--- config.mk ---
export PLATFORM = sky130hd
export DESIGN_NAME = cond_flag_unit
export DESIGN_NICKNAME = d
export VERILOG_FILES = /design/src/rtl/cond_flag_unit.sv
export SDC_FILE = /design/constraint.sdc
export NUM_CORES = 1
export LEC_CHECK = 0
export CAP_MARGIN = 20
export CORE_MARGIN = 5
export CORE_UTILIZATION = 36
export CTS_CLUSTER_DIAMETER = 150
export CTS_CLUSTER_SIZE = 20
export DETAILED_ROUTE_END_ITERATION = 8
export MAX_ROUTING_LAYER = met4
export PLACE_DENSITY = 0.86
export SYNTH_ARGS = -nofsm -noshare
export SYNTH_HDL_FRONTEND = slang
export SYNTH_SLANG_ARGS = --single-unit
--- constraint.sdc ---
create_clock -name clk -period 2.8 [get_ports clk]
set_clock_uncertainty 0.1 [all_clocks]
set_input_delay 0.42 -clock clk [delete_from_list [all_inputs] [get_ports clk]]
set_output_delay 0.42 -clock clk [all_outputs]
set_load 0.02 [all_outputs]
--- src/rtl/cond_flag_unit.sv ---
// Registered N/Z/V/C flag contexts with a valid/ready condition evaluator and 1-entry response buffer.
// Optional macro COND_BYPASS_EN: forward same-cycle same-context flag writes into evaluation.
module cond_flag_unit #(
  parameter int WIDTH = 32,
  parameter int NCTX  = 2,
  localparam int CW   = (NCTX > 1) ? $clog2(NCTX) : 1
) (
  input  logic              clk,
  input  logic              rst,
  input  logic              alu_valid,
  input  logic              alu_setflags,
  input  logic [CW-1:0]     alu_ctx,
  input  logic              alu_is_sum,
  input  logic              alu_sub,
  input  logic              alu_a_msb,
  input  logic              alu_b_msb,
  input  logic              alu_carry,
  input  logic [WIDTH-1:0]  alu_res,
  output logic              alu_vout,
  input  logic              cond_valid,
  output logic              cond_ready,
  input  logic [3:0]        cond_code,
  input  logic [CW-1:0]     cond_ctx,
  output logic              res_valid,
  input  logic              res_ready,
  output logic              res_taken,
  output logic [4*NCTX-1:0] flags_out
);

  typedef enum logic [3:0] {
    CC_EQ = 4'd0,  CC_NE = 4'd1,  CC_CS = 4'd2,  CC_CC = 4'd3,
    CC_MI = 4'd4,  CC_PL = 4'd5,  CC_VS = 4'd6,  CC_VC = 4'd7,
    CC_HI = 4'd8,  CC_LS = 4'd9,  CC_GE = 4'd10, CC_LT = 4'd11,
    CC_GT = 4'd12, CC_LE = 4'd13, CC_AL = 4'd14, CC_NV = 4'd15
  } cond_e;

  logic [4*NCTX-1:0] flags_q, flags_d;
  logic              res_valid_q, res_valid_d;
  logic              res_taken_q, res_taken_d;

  logic       res_msb, res_zero, beff, v_calc;
  logic       wr_en;
  logic [3:0] wr_old, wr_flags;
  logic [3:0] ev_flags;
  logic       ev_n, ev_z, ev_v, ev_c;
  logic       taken;
  logic       accept;
  cond_e      code;

  // ALU-side flag computation
  always_comb begin
    res_msb  = alu_res[WIDTH-1];
    res_zero = (alu_res == '0);
    beff     = alu_b_msb ^ alu_sub;
    v_calc   = (alu_a_msb == beff) & (res_msb != alu_a_msb);
    alu_vout = alu_is_sum & v_calc;
    wr_en    = alu_valid & alu_setflags & (32'(alu_ctx) < 32'(NCTX));
  end

  always_comb begin
    wr_old = '0;
    for (int unsigned i = 0; i < NCTX; i++) begin
      if (alu_ctx == CW'(i)) wr_old = flags_q[4*i +: 4];
    end
    wr_flags = {res_msb, res_zero,
                alu_is_sum ? v_calc    : wr_old[1],
                alu_is_sum ? alu_carry : wr_old[0]};
  end

  always_comb begin
    flags_d = flags_q;
    for (int unsigned i = 0; i < NCTX; i++) begin
      if (wr_en && (alu_ctx == CW'(i))) flags_d[4*i +: 4] = wr_flags;
    end
  end

  // Evaluation flags: out-of-range context reads as all-zero
  always_comb begin
    ev_flags = '0;
    for (int unsigned i = 0; i < NCTX; i++) begin
      if (cond_ctx == CW'(i)) ev_flags = flags_q[4*i +: 4];
    end
`ifdef COND_BYPASS_EN
    if (wr_en && (alu_ctx == cond_ctx)) ev_flags = wr_flags;
`endif
    {ev_n, ev_z, ev_v, ev_c} = ev_flags;
  end

  always_comb begin
    code  = cond_e'(cond_code);
    taken = 1'b0;
    case (code)
      CC_EQ: taken = ev_z;
      CC_NE: taken = !ev_z;
      CC_CS: taken = ev_c;
      CC_CC: taken = !ev_c;
      CC_MI: taken = ev_n;
      CC_PL: taken = !ev_n;
      CC_VS: taken = ev_v;
      CC_VC: taken = !ev_v;
      CC_HI: taken = ev_c & !ev_z;
      CC_LS: taken = !ev_c | ev_z;
      CC_GE: taken = (ev_n == ev_v);
      CC_LT: taken = (ev_n != ev_v);
      CC_GT: taken = !ev_z & (ev_n == ev_v);
      CC_LE: taken = ev_z | (ev_n != ev_v);
      CC_AL: taken = 1'b1;
      CC_NV: taken = 1'b0;
      default: taken = 1'b0;
    endcase
  end

  // Without forwarding, a same-context write stalls the request one cycle
  always_comb begin
`ifdef COND_BYPASS_EN
    cond_ready = !res_valid_q | res_ready;
`else
    cond_ready = (!res_valid_q | res_ready) &
                 !(alu_valid & alu_setflags & (alu_ctx == cond_ctx));
`endif
    accept      = cond_valid & cond_ready;
    res_valid_d = accept ? 1'b1 : (res_ready ? 1'b0 : res_valid_q);
    res_taken_d = accept ? taken : res_taken_q;
  end

  always_ff @(posedge clk) begin
    if (rst) begin
      flags_q     <= '0;
      res_valid_q <= 1'b0;
      res_taken_q <= 1'b0;
    end else begin
      flags_q     <= flags_d;
      res_valid_q <= res_valid_d;
      res_taken_q <= res_taken_d;
    end
  end

  assign res_valid = res_valid_q;
  assign res_taken = res_taken_q;
  assign flags_out = flags_q;

endmodule
==> metrics.md <==
| Metric | Value |
|---|---|
| Status | complete, no violations |
| Worst Max-Slew Pin Slew | 383 ps |
| Share of cells above drive strength 1 | 7.01% |
| Largest net degree at the start of global routing | 12 |
| Initial Utilization | 36.8% |
| Clock Latency Late Sink | 260 ps |
| Drt pass-1 iters | 4 |
| Post-route ant nets | 0 |
| Mapped Avg Cell Area | 7.99 µm² |
| Max Fanout on Critical Path | 3 |
| Drt drc | 0 |
| Fin. max-slew vios | 0 |
| Non-Filler Instances | 185 |
| # IOs | 61 |
| Initial antenna violation count | 0 |
| Mapped Cells | 99 |
| Post-CTS setup buffers | 0 |
| CTS resizes | 0 |
| Vias in the first global route | 1077 |
| Clock transition at path regs | around 60 ps |
| Row count | 17 |
| Peak VDD IR | 0.000290 V |
| Final setup fails | 0 |
| GR peak layer | met2 |
| Die Y | 56.9 µm |
| Iteration-0 DRC Markers | 20 |
| N_diodes | 0 |
| Syn nets | 148 |
| DP Area | 1380 µm² |
| Period minus WS final | 2660 ps |
| CTS hold repair buffers | 0 |
| Cts bufs inserted | 3 |
| Die area | 3230 µm² |
| Final Routed Wirelength | approximately 2800 µm |
| Cells after DPL | 182 |
| Worst Path Class, Setup | in -> out |
| Hold crit path type | reg -> reg |
| Vias per cell | about 5.4 |
| Final Hold Fails | 0 |
| Critical path arrival | 2140 ps |
| Synth warn | 0 |
| Area Growth Syn to Fin | 77.7% |
| Met3 Resource Use GR | 5.75% |
| Netlist Area Pre-Place | about 800 µm² |
| Vias | between 900 and 1000 |
| GP Congestion | 0.775 |
| Leak Pwr | just over 0.5 nW |
| Fmax | approximately 380 MHz |
| Gr ovfl total | 0 |
| Total negative slack | 0 ps |
| Maxcap violations | 0 |
| H-tree depth | 1 |
| Fin area | approximately 1400 µm² |
| Setup crit start kind | input port |
| Layout net count | between 200 and 250 |
| Final worst path period share | about 95% |
| CTS tree | done |
| Headroom to the max-slew limit | 74.4% |
| Max clock buf depth | 2 |
| Register area share after synthesis | 25.3% |
| Seq cells post-synth | 10 |
| Distinct cells, synth | 35 |
| Post-DP HPWL | 2380 µm |
| Clk sink count | 10 |
| First-pass GRT wire length | 4780 µm |
| Met2 Use GR | a little under a third |
| Worst EP required | between 2000 and 2500 ps |
| M1 GR Usage | between 20% and 30% |
| Die Wd | 56.9 µm |
| Core Footprint | 2150 µm² |
| Total Routing Usage GR | 19.0% |
| WL per Instance | 15.0 µm |
| CTS Root Cell | clkbuf_4 |
| Port buffer count | 60 |
| Critical Path End Type | primary output |
| RSZ-0062 raised after global routing | no |
| Power Dens Cells | 282 nW/µm² |
| FF-to-FF setup slack | 1330 ps |
synthesized netlist by cell type:
library cell	number	area, µm²
and2_1	1	6.26
a31oi_1	3	18.8
nor3_1	4	20.0
o211ai_2	1	12.5
o21ai_0	2	10.0
nand2b_1	2	12.5
nand4_1	3	18.8
nor4b_1	1	8.76
xnor2_1	3	26.3
mux2i_1	7	70.1
clkbuf_1	1	3.75
nor2_1	9	33.8
nand3_1	4	20.0
o22ai_1	1	6.26
mux2_2	2	22.5
mux2_4	1	15.0
o21ai_1	1	5.00
nor4_1	9	56.3
buf_4	3	22.5
o22a_2	1	10.0
xor2_1	2	17.5
inv_1	1	3.75
nand2_1	8	30.0
and4bb_2	1	12.5
a22oi_1	1	7.51
a32oi_1	1	8.76
o21a_1	1	7.51
nand3b_1	2	15.0
a21oi_1	8	40.0
clkbuf_8	1	13.8
and2b_2	1	8.76
or4_1	1	7.51
buf_6	1	11.3
a21o_1	1	7.51
dfxtp_1	10	200
routing by layer:
| layer | part of all wire [%] | vias up | wire [µm] |
|---|---|---|---|
| met2 | 51 | 40 | 1420 |
| li1 | - | 495 | - |
| met4 | 4.2 | 0 | 116 |
| met3 | 5.0 | 14 | 140 |
| met1 | 40 | 447 | 1100 |
| met5 | 0 | - | 0 |
power breakdown:
group          leakage (nW)  internal [mW]  switching, mW  total, mW
Clock                0.0138         0.0494         0.0452     0.0946
Combinational         0.412         0.0931         0.0573      0.150
Sequential           0.0813          0.147        0.00385      0.151
cell usage in the layout, fill, tap and decap left out, types with 2 or more instances in the layout:
cell,instances
a21oi_1,8
a31oi_1,3
clkbuf_4,3
clkdlybuf4s50_1,60
dfxtp_1,10
mux2_2,2
mux2i_1,7
nand2_1,8
nand2b_1,2
nand3_1,4
nand3b_1,2
nand4_1,3
nor2_1,9
nor3_1,4
nor4_1,9
o21ai_0,2
xnor2_1,3
xor2_1,2
kinds of logic (layout without fill, tap and decap cells):
family	Yosys count	in the layout	synth area share [%]
multiplexers	10	10	13.6
AO/OA/AOI/OAI	21	21	16.9
flip-flops	10	10	25.3
XOR/XNOR	5	5	5.54
AND/OR/NAND/NOR	46	46	31.6
buffers and inverters	7	65	6.96
layout make-up:
| type | instances | area, µm² |
|---|---|---|
| fillers | 178 | 743 |
| repair buffers | 61 | 608 |
| multi-input cells | 82 | 536 |
| flip-flops and latches | 10 | 200 |
| well taps | 28 | 35.0 |
| clock buffers | 3 | 22.5 |
| inverters | 1 | 3.75 |
critical path: stages:
cell and delay [ps]:
clkdlybuf4s50_1 470, xor2_1 200, nand2_1 80, o22ai_1 200
and2_1 170, clkdlybuf4s50_1 600
worst paths after layout:
path	to	cells after the start	from
worst max-delay path	alu_vout	6	alu_b_msb
worst min-delay path	flags_out[0]	2	flags_out[0]
worst min register to register	flags_out[0]	2	flags_out[0]
worst max register to register	res_taken	5	flags_out[2]
flip-flops by register name, summed over array words and instances, names as in the netlist:
| register | cells |
|---|---|
| flags_out | 8 |
| res_taken | 1 |
| res_valid | 1 |
stage by stage:
| step | utilization [%] | total power [mW] | hold WS [ps] | setup slack, ps |
|---|---|---|---|---|
| after detailed placement | 64.4 | 0.304 | 383 | 165 |
| after global routing | 65.4 | 0.425 | 436 | 18.9 |
| after CTS | 65.4 | 0.399 | 391 | 141 |
| after floorplan | - | 0.214 | 443 | 1160 |
| final | 65.4 | 0.396 | 387 | 140 |
| after global placement | 64.4 | 0.299 | 371 | 158 |
(Power assumes the default switching activity.)
